## config.mk

```make
export PLATFORM = sky130hd
export DESIGN_NAME = grf_mp_flat
export DESIGN_NICKNAME = d
export VERILOG_FILES = /design/src/rtl/grf_pkg.sv /design/src/rtl/grf_mp_if.sv /design/src/rtl/grf_scoreboard.sv /design/src/rtl/grf_mp.sv /design/src/flat_wrapper.sv
export SDC_FILE = /design/constraint.sdc
export NUM_CORES = 2
export LEC_CHECK = 0
export BUFFER_PORTS_ARGS = -buffer_cell sky130_fd_sc_hd__buf_2
export CAP_MARGIN = 0
export CELL_PAD_IN_SITES_DETAIL_PLACEMENT = 1
export CELL_PAD_IN_SITES_GLOBAL_PLACEMENT = 2
export CORE_UTILIZATION = 44
export CTS_BUF_LIST = sky130_fd_sc_hd__clkbuf_8
export DETAILED_ROUTE_END_ITERATION = 8
export GPL_ROUTABILITY_DRIVEN = 0
export GPL_TIMING_DRIVEN = 0
export PLACE_DENSITY_LB_ADDON = 0.2
export SYNTH_ARGS = -nofsm -noshare
export SYNTH_HDL_FRONTEND = slang
export SYNTH_SLANG_ARGS = --single-unit
```

## constraint.sdc

```tcl
create_clock -name clk -period 2.9 [get_ports clk]
set_input_delay 0.435 -clock clk [delete_from_list [all_inputs] [get_ports clk]]
set_output_delay 0.435 -clock clk [all_outputs]
set_load 0.01 [all_outputs]
```

## src/rtl/grf_pkg.sv

```systemverilog
// Shared constants and packed-bus slice helpers for the multi-port register file.
// Optional trace output is enabled by defining GRF_TRACE_EN.
package grf_pkg;

    localparam int unsigned DATA_W_DEF = 32;
    localparam int unsigned ADDR_W_DEF = 5;
    localparam int unsigned ZERO_REG   = 0;

    // LSB index of field `port` in a packed bus made of `width`-bit fields.
    function automatic int unsigned slice_lo(input int unsigned port, input int unsigned width);
        return port * width;
    endfunction

endpackage

```

## src/rtl/grf_mp_if.sv

```systemverilog
// Decode/write-back bundle of the register file: write port, read ports, scoreboard marks.
// master = pipeline side, slave = register file side.
interface grf_mp_if
    import grf_pkg::*;
#(
    parameter int DATA_W = DATA_W_DEF,
    parameter int ADDR_W = ADDR_W_DEF,
    parameter int NUM_RD = 2
);
    logic                     we;
    logic [ADDR_W-1:0]        waddr;
    logic [DATA_W-1:0]        wdata;
    logic [31:0]              wpc;
    logic [NUM_RD-1:0]        ren;
    logic [NUM_RD*ADDR_W-1:0] raddr;
    logic [NUM_RD*DATA_W-1:0] rdata;
    logic [NUM_RD-1:0]        rbusy;
    logic                     stall;
    logic                     mark;
    logic [ADDR_W-1:0]        mark_addr;
    logic [ADDR_W:0]          pend_cnt;

    modport master (
        output we, waddr, wdata, wpc, ren, raddr, mark, mark_addr,
        input  rdata, rbusy, stall, pend_cnt
    );

    modport slave (
        input  we, waddr, wdata, wpc, ren, raddr, mark, mark_addr,
        output rdata, rbusy, stall, pend_cnt
    );
endinterface

```

## src/rtl/grf_scoreboard.sv

```systemverilog
// Pending-producer scoreboard: one bit per register, running popcount, per-port busy flags.
// Busy is combinational; marks and clears take effect at the rising edge.
module grf_scoreboard
    import grf_pkg::*;
#(
    parameter int ADDR_W = ADDR_W_DEF,
    parameter int NUM_RD = 2,
    parameter int BYPASS = 1
) (
    input  logic                     clk,
    input  logic                     reset_n,
    input  logic                     we,
    input  logic [ADDR_W-1:0]        waddr,
    input  logic                     mark,
    input  logic [ADDR_W-1:0]        mark_addr,
    input  logic [NUM_RD-1:0]        ren,
    input  logic [NUM_RD*ADDR_W-1:0] raddr,
    output logic [NUM_RD-1:0]        rbusy,
    output logic [ADDR_W:0]          pend_cnt
);
    localparam int DEPTH = 2 ** ADDR_W;

    logic [DEPTH-1:0] pending, pend_nxt;
    logic [ADDR_W:0]  cnt_nxt;
    logic             wr_hit, mk_hit, inc, dec;

    always_comb begin
        pend_nxt = pending;
        wr_hit   = we && (waddr != ADDR_W'(ZERO_REG));
        mk_hit   = mark && (mark_addr != ADDR_W'(ZERO_REG));
        if (wr_hit) pend_nxt[waddr] = 1'b0;
        // mark applied after clear: a new producer on the same edge wins
        if (mk_hit) pend_nxt[mark_addr] = 1'b1;
        pend_nxt[0] = 1'b0;
        inc = mk_hit && !pending[mark_addr];
        dec = wr_hit && pending[waddr] && !(mk_hit && (mark_addr == waddr));
        cnt_nxt = pend_cnt;
        if (inc && !dec)      cnt_nxt = pend_cnt + (ADDR_W+1)'(1);
        else if (dec && !inc) cnt_nxt = pend_cnt - (ADDR_W+1)'(1);
    end

    always_ff @(posedge clk or negedge reset_n) begin
        if (!reset_n) begin
            pending  <= '0;
            pend_cnt <= '0;
        end else begin
            pending  <= pend_nxt;
            pend_cnt <= cnt_nxt;
        end
    end

    always_comb begin
        rbusy = '0;
        for (int p = 0; p < NUM_RD; p++) begin
            logic [ADDR_W-1:0] ra;
            ra = raddr[slice_lo(p, ADDR_W) +: ADDR_W];
            rbusy[p] = ren[p] && pending[ra] && !((BYPASS != 0) && we && (waddr == ra));
        end
    end
endmodule

```

## src/rtl/grf_mp.sv

```systemverilog
// Multi-read-port register file with write-to-read bypass and pending scoreboard; reads are 0-latency.
// Define GRF_TRACE_EN to print one line per committed write; otherwise wpc is unused.
module grf_mp
    import grf_pkg::*;
#(
    parameter int DATA_W = DATA_W_DEF,
    parameter int ADDR_W = ADDR_W_DEF,
    parameter int NUM_RD = 2,
    parameter int BYPASS = 1
) (
    input logic     clk,
    input logic     reset_n,
    grf_mp_if.slave io
);
    localparam int DEPTH = 2 ** ADDR_W;

    logic [DATA_W-1:0] regs [0:DEPTH-1];

    // regs[0] is never written, so it holds the reset value of zero
    always_ff @(posedge clk or negedge reset_n) begin
        if (!reset_n) begin
            for (int r = 0; r < DEPTH; r++) regs[r] <= '0;
        end else if (io.we && (io.waddr != ADDR_W'(ZERO_REG))) begin
            regs[io.waddr] <= io.wdata;
        end
    end

    for (genvar p = 0; p < NUM_RD; p++) begin : g_rd
        logic [ADDR_W-1:0] ra;
        logic [DATA_W-1:0] rd;
        assign ra = io.raddr[slice_lo(p, ADDR_W) +: ADDR_W];
        always_comb begin
            rd = regs[ra];
            if (ra == ADDR_W'(ZERO_REG))                           rd = '0;
            else if ((BYPASS != 0) && io.we && (io.waddr == ra))   rd = io.wdata;
        end
        assign io.rdata[slice_lo(p, DATA_W) +: DATA_W] = rd;
    end

    grf_scoreboard #(
        .ADDR_W (ADDR_W),
        .NUM_RD (NUM_RD),
        .BYPASS (BYPASS)
    ) u_sb (
        .clk       (clk),
        .reset_n   (reset_n),
        .we        (io.we),
        .waddr     (io.waddr),
        .mark      (io.mark),
        .mark_addr (io.mark_addr),
        .ren       (io.ren),
        .raddr     (io.raddr),
        .rbusy     (io.rbusy),
        .pend_cnt  (io.pend_cnt)
    );

    assign io.stall = |io.rbusy;

`ifdef GRF_TRACE_EN
    always @(posedge clk) begin
        if (reset_n && io.we && (io.waddr != ADDR_W'(ZERO_REG)))
            $display("@%h: $%0d <= %h", io.wpc, io.waddr, io.wdata);
    end
`else
    logic trace_unused;
    assign trace_unused = ^io.wpc;
`endif
endmodule
```

## src/flat_wrapper.sv

```systemverilog
// flat-port wrapper written by rule: the top's interface ports become plain ports
module grf_mp_flat import grf_pkg::*;
#(
    parameter int DATA_W = DATA_W_DEF,
    parameter int ADDR_W = ADDR_W_DEF,
    parameter int NUM_RD = 2,
    parameter int BYPASS = 1
)
  (clk, reset_n, io_we, io_waddr, io_wdata, io_wpc, io_ren, io_raddr, io_mark, io_mark_addr, io_rdata, io_rbusy, io_stall, io_pend_cnt);
  grf_mp_if #(.DATA_W(DATA_W), .ADDR_W(ADDR_W), .NUM_RD(NUM_RD)) io_i ();
  input logic clk;
  input logic reset_n;
  input wire logic [$bits(io_i.we)-1:0] io_we;
  input wire logic [$bits(io_i.waddr)-1:0] io_waddr;
  input wire logic [$bits(io_i.wdata)-1:0] io_wdata;
  input wire logic [$bits(io_i.wpc)-1:0] io_wpc;
  input wire logic [$bits(io_i.ren)-1:0] io_ren;
  input wire logic [$bits(io_i.raddr)-1:0] io_raddr;
  input wire logic [$bits(io_i.mark)-1:0] io_mark;
  input wire logic [$bits(io_i.mark_addr)-1:0] io_mark_addr;
  output wire logic [$bits(io_i.rdata)-1:0] io_rdata;
  output wire logic [$bits(io_i.rbusy)-1:0] io_rbusy;
  output wire logic [$bits(io_i.stall)-1:0] io_stall;
  output wire logic [$bits(io_i.pend_cnt)-1:0] io_pend_cnt;
  assign io_i.we = io_we;
  assign io_i.waddr = io_waddr;
  assign io_i.wdata = io_wdata;
  assign io_i.wpc = io_wpc;
  assign io_i.ren = io_ren;
  assign io_i.raddr = io_raddr;
  assign io_i.mark = io_mark;
  assign io_i.mark_addr = io_mark_addr;
  assign io_rdata = io_i.rdata;
  assign io_rbusy = io_i.rbusy;
  assign io_stall = io_i.stall;
  assign io_pend_cnt = io_i.pend_cnt;
  grf_mp #(.DATA_W(DATA_W), .ADDR_W(ADDR_W), .NUM_RD(NUM_RD), .BYPASS(BYPASS)) u_core (.clk(clk), .reset_n(reset_n), .io(io_i));
endmodule
```

Word level (Yosys, flattened, before mapping)
Cells that the tools add are included.
{"block": "totals", "ff_bits": 1061, "inputBits": 90, "out_inout_bits": 73, "wordCells": 113}
{"block": "op_classes", "add_sub_neg": 2, "magnitude_cmp": 10, "n_eq_ne": 3, "mux": 29, "bitwise_logic": 6, "reduce_logical": 29}
{"cell": "bitwise mux 1024 bit", "n": 1}
{"cell": "2-to-1 mux 32 bit", "n": 11}
{"cell": "binary-select mux 32 bit (select 5 bit)", "n": 2}
{"cell": "demux 32 bit (select 5 bit)", "n": 1}
{"cell": "bitwise AND 32 bit", "n": 1}
{"cell": "NOT 32 bit", "n": 1}
{"cell": "bitwise OR 32 bit", "n": 1}
{"cell": "less-than comparator 5 x 6 -> 1 bit (second input constant)", "n": 4}
{"cell": "binary-select mux 1 bit (select 5 bit)", "n": 4}
{"cell": "greater-or-equal comparator 6 bit (second input constant)", "n": 3}
{"cell": "NOT 5 -> 6 bit", "n": 3}
{"cell": "logical AND 1 bit", "n": 17}
{"cell": "equality test 5 bit", "n": 3}
{"cell": "2-to-1 mux 6 bit", "n": 2}
{"cell": "demux 1 bit (select 5 bit)", "n": 2}
{"cell": "greater-or-equal comparator 5 x 1 -> 1 bit (second input constant)", "n": 2}
{"cell": "zero test 5 bit", "n": 2}
{"cell": "nonzero test 5 bit", "n": 2}
{"cell": "adder 6 x 1 -> 6 bit (second input constant)", "n": 1}
{"cell": "zero test 1 bit", "n": 6}
{"cell": "less-than comparator 6 x 1 -> 1 bit (second input constant)", "n": 1}
{"cell": "2-to-1 mux 1 bit", "n": 6}
{"cell": "subtractor 6 x 1 -> 6 bit (second input constant)", "n": 1}
{"cell": "nonzero test 2 bit", "n": 1}
{"cell": "OR reduction 2 bit", "n": 1}

Longest topological paths before layout
{"block": "depth", "word_depth": 9, "mapped_depth": 15, "ltp_nobuf": 13}

Modules after synthesis
Synthesis repeated with hierarchy kept, for this count alone.
{"block": "hier_totals", "hier_cells": 4040, "area_unflattened_um2": 57498.9}
{"module": "grf_mp", "n_inst": 1, "cells_each": 3756, "area_each_um2": 54501.0, "seq_area_each_um2": 25624.6}
{"module": "grf_scoreboard", "n_inst": 1, "cells_each": 284, "area_each_um2": 2997.9, "seq_area_each_um2": 925.9}

Worst setup path after synthesis
No wires, ideal clock.
{"block": "synth_timing", "path_kind": "in2reg", "from": "input port io_mark_addr[1]", "to": "register u_core.u_sb.pend_cnt[5]", "setup_ps": 79, "t_arrival_ps": 3353, "setup_slack_ps": -533, "path_stages": 15, "n_path_buf": 2, "cell_sequence": "clkbuf_1 > clkbuf_1 > mux4_2 > mux2_2 > nand3_1 > nand3_1 > a21oi_1 > ha_1 > inv_1 > ha_1 > a21o_1 > a21oi_1 > or4_1 > nand4_1 > xor2_1"}
{"block": "synth_via", "elab_chain_len": 8, "elab_cells_between_ends": 16}
{"item": "from (decl)", "line_no": "flat_wrapper.sv:20", "rtl": "input wire logic [$bits(io_i.mark_addr)-1:0] io_mark_addr;"}
{"item": "parallel branches: the longest is 8 deep, another holds binary-select mux 1 bit (select 5 bit)"}
{"item": "to (signal assigned)", "line_no": "grf_scoreboard.sv:48", "rtl": "pend_cnt <= cnt_nxt;"}
{"item": "to (decl)", "line_no": "grf_scoreboard.sv:19", "rtl": "output logic [ADDR_W:0] pend_cnt"}
Parallel ways; which one is timed is not known. The select of a mux whose other input is x is not followed.
A chain may end at the register's enable or synchronous reset.

Final worst setup path
{"block": "layout_timing", "from": "register u_core.u_sb.pending[27]", "to": "output port io_stall"}
{"block": "layout_via", "elab_chain_len": 5, "elab_cells_between_ends": 9}
{"item": "from (decl)", "line_no": "grf_scoreboard.sv:23", "rtl": "logic [DEPTH-1:0] pending, pend_nxt;"}
{"item": "from (signal assigned)", "line_no": "grf_scoreboard.sv:47", "rtl": "pending <= pend_nxt;"}
{"item": "binary-select mux 1 bit (select 5 bit)", "line_no": "grf_scoreboard.sv:57", "rtl": "rbusy[p] = ren[p] && pending[ra] && !((BYPASS != 0) && we && (waddr == ra));"}
{"item": "2-to-1 mux 1 bit (not written as such)", "line_no": "grf_scoreboard.sv:57"}
{"item": "logical AND 1 bit (2 in series)", "line_no": "grf_scoreboard.sv:57"}
{"item": "OR reduction 2 bit *", "line_no": "grf_mp.sv:57", "rtl": "assign io.stall = |io.rbusy;"}
{"item": "to (decl)", "line_no": "flat_wrapper.sv:23", "rtl": "output wire logic [$bits(io_i.stall)-1:0] io_stall;"}
Every way passes the cells marked *; elsewhere a longest branch is shown, timed or not. The select of a mux whose other input is x is not followed.

==> impl_metrics.json <==
{
  "routedWlPerCell_um": 43.79,
  "pwr-share-comb": 0.248,
  "relSlewSlack": -0.06945,
  "max-clock-path-buffers": 3,
  "synth_cells": 3835,
  "crit_path_max_fanout": 2,
  "synthMuxAreaShare": 0.4218,
  "synth_top_area_cell": "dfrtp_1",
  "yosysUniqueCellTypes": 71,
  "cp_num_buf_inv": 1,
  "synth_top_family_by_area": "multiplexers",
  "crit_family": "multiplexers",
  "grt_use_total": 0.4122,
  "yosys.area_share.xor_xnor": 0.003058,
  "synth_compound_area_frac": 0.05313,
  "grt_max_degree": 157,
  "layout_common_cells": "dfrtp_1, mux2_2, mux4_2",
  "rsz0062_at_grt": "yes",
  "numCtsBuffers": 191,
  "synth_simple_gate_area_share": 0.01990,
  "mostFrequentLayoutCell": "dfrtp_1",
  "syn_area_um2": 57280,
  "grt_pass1_vias": 43690,
  "clk_pin_slew_ns": 0.07,
  "drv_slew": 66,
  "die_area_um2": 131600,
  "clock-root-buffer": "clkbuf_8",
  "synth_fa_ha_area_frac": 0.001442,
  "seqPwrFrac": 0.435,
  "yosys-top-cells-area": "dfrtp_1, mux4_2, mux2_2, mux2i_1, clkbuf_1",
  "crit_top_cell": "mux4_2",
  "crit_path_end_kind": "output port",
  "path_cells": "mux4_2 > mux4_2 > o2111a_2 > o21bai_1 > buf_2",
  "dp_hpwl_um": 174100,
  "status": "finished with violations",
  "switching_share": 0.3119,
  "synth_ff_type": "dfrtp_1",
  "cp.depth": 5,
  "final.setup.tns_ns": -13.74,
  "grt_overflow": 0,
  "netSwitchingPower_mw": 14.32,
  "cts_tree": "built",
  "drc": 0,
  "cts_sinks": 1061,
  "final_area_um2": 68290,
  "drt_iter0_markers": 5500,
  "pre_cts_ws_ns": -2.152,
  "drt_wl_total_um": 271700,
  "routed_via_density": 7.002,
  "cap_violations": 7,
  "static-leakage-power_nw": 29.71,
  "hp-class": "primary input to async pin",
  "reg2regPathDepth": 14,
  "start_kind": "flop",
  "dr.pass1.iters": 6,
  "row_count": 132,
  "ys_ff_latch": 1061,
  "critPathSlowestCell": "mux4_2",
  "fillers": 12330,
  "violations": "negative hold slack, max-capacitance violations, max-slew violations, negative setup slack",
  "critical_path_required_ns": 2.47,
  "p_per_area_nw_per_um2": 672.4,
  "synth_top_area_frac": 0.4636,
  "antenna_found_initial": 15,
  "io_pins": 163,
  "ys_seq_area_frac": 0.4636,
  "nNetsFinal": 4407,
  "htreeDepth": 4,
  "setup_viol_count_final": 71,
  "areaGrowthSynthToFinish_pct": 19.23,
  "skew_ns": 0.02974,
  "postSynthAreaPerCell_um2": 14.94,
  "fmax_ghz": 0.2883,
  "worstSetupPathType": "flop to output port",
  "synth_edf_count": 0,
  "worst_pin_slew_ns": 1.604,
  "synthArstFlopShare": 1.000,
  "vias": 43450,
  "worstSkewPairLatency_ns": 0.99,
  "finalHoldViolations": 1,
  "synth_warnings": 0,
  "core_area_um2": 129300,
  "arrival_ns": 3.03,
  "ir_drop_mv": 0.5956,
  "max_stage_delay_ns": 0.51,
  "drive_above_1_share": 0.5640,
  "ant_nets": 0,
  "dpl_cell_area_um2": 60530,
  "min_period_over_period": 1.196,
  "die_width_um": 362.8,
  "clkPwrFrac": 0.318,
  "p_int_mw": 31.60,
  "portBuffers": 119,
  "start_util": 0.4429,
  "fin_crit_ns": 3.469,
  "fin_ws_ns": -0.5691,
  "grt_first_pass_wirelength_um": 367600,
  "syn-num-nets": 3931,
  "die_height_um": 362.8,
  "whs_ns": -0.03163
}
==> power groups by stage <==
stage | combinational (mW) | sequential (mW) | clock [mW]
finish | 11.4 | 20.0 | 14.6
global route | 11.9 | 20.3 | 15.3
CTS | 10.8 | 19.8 | 14.6
detailed placement | 10.1 | 20.1 | 0
global placement | 9.80 | 19.9 | 0
floorplan | 7.22 | 19.3 | 0
==> stage by stage <==
step | util | instances | total power [mW]
2_1_floorplan | - | 3835 | 26.49
3_3_place_gp | 0.4652 | 5696 | 29.69
3_5_place_dp | 0.4681 | 5709 | 30.15
4_1_cts | 0.5189 | 6134 | 45.20
5_1_grt | 0.5280 | 6201 | 47.40
6_report | 0.5281 | 6205 | 45.92
==> worst register-to-register path: stages (launching register included) <==
cell and delay [ns]:
dfrtp_1 0.42, buf_4 0.15, buf_4 0.14, mux4_2 0.46, mux2_4 0.27, a221o_1 0.32, nand4_1 0.15, ha_4 0.19
inv_8 0.06, ha_4 0.25, a21o_1 0.12, a21oi_2 0.07, or4_1 0.40, nand4_1 0.12, xor2_1 0.14
==> logic make-up (layout without fill, tap and decap cells) <==
| group | count (synthesis) | in the layout |
|---|---|---|
| other | 0 | 7 |
| flip-flops | 1061 | 1061 |
| buffers and inverters | 461 | 1082 |
| AND/OR/NAND/NOR | 228 | 228 |
| adder cells (fa/ha/maj) | 6 | 6 |
| XOR/XNOR | 20 | 20 |
| AO/OA/AOI/OAI | 413 | 413 |
| multiplexers | 1646 | 1646 |
==> state kept, by name, indices dropped and copies added, names as in the netlist <==
signal                count
u_core.u_sb.pend_cnt      6
u_core.u_sb.pending      31
u_core.regs            1024
==> cell usage after synthesis, types with 4 or more instances <==
cell type  count
nor4_1         4
nor2b_1       17
o22ai_1      125
buf_2        125
a32o_1        35
xor2_1        13
mux2_2      1008
nand4_1       10
mux4_2       512
buf_6         12
clkbuf_1     251
buf_4         13
xnor2_1        7
and2_1         4
ha_1           5
a22o_1        11
buf_1         32
a221o_1       10
a211oi_1       5
buf_8          6
inv_1         19
or2_2          5
o2111a_1      20
mux2i_1      125
a21oi_1       16
a22oi_1       83
dfrtp_1     1061
nor3_1         9
nor2_1        68
nand2b_1       8
nand3_1       38
nand3b_1       7
o21bai_1       4
a221oi_1      17
o21ai_0       52
nand2_1       42
==> metal layers <==
layer,global-route usage,vias up,routed length (um)
met5,0.004440,-,170
met4,0.2369,16,19280
met3,0.1411,865,33520
met2,0.5888,3049,115700
met1,0.5451,23540,103000
li1,-,15980,-
==> cell type report <==
| type | count | area [um2] | area share |
|---|---|---|---|
| Antenna cell | 7 | 17.52 | 0.0002565 |
| Clock buffer | 240 | 3303 | 0.04837 |
| Clock inverter | 98 | 504.2 | 0.007384 |
| Timing Repair Buffer | 287 | 2670 | 0.03910 |
| Inverter | 20 | 88.84 | 0.001301 |
| Multi-Input combinational cell | 2313 | 29500 | 0.4320 |
| Buffer | 437 | 3467 | 0.05077 |
| Tap cell | 1742 | 2180 | 0.03192 |
| Sequential cell | 1061 | 26560 | 0.3889 |
==> path summary, 6_finish.rpt <==
| kind | endpoint | slack (ns) | from |
|---|---|---|---|
| min reg2reg | u_core.u_sb.pend_cnt[5] | 0.46 | u_core.u_sb.pend_cnt[5] |
| min in group clk | u_core.u_sb.pending[16] | 0.08 | io_mark_addr[1] |
| max in group asynchronous | u_core.regs[970] | 0.60 | reset_n |
| min | u_core.u_sb.pend_cnt[5] | -0.03 | reset_n |
| max reg2reg | u_core.u_sb.pend_cnt[5] | -0.40 | u_core.u_sb.pending[26] |
| max | io_stall | -0.57 | u_core.u_sb.pending[27] |
==> what timing repair did <==
item                                    CTS  global route
endpoints found under the setup margin   70            92
cloned                                    0             7
hold buffers                             38             0
hold endpoints to repair                282             0
pin swaps                                77            74
setup buffers                            51            61
gates resized for setup                 553           134
Note: power is estimated with default switching activity, not from simulation.
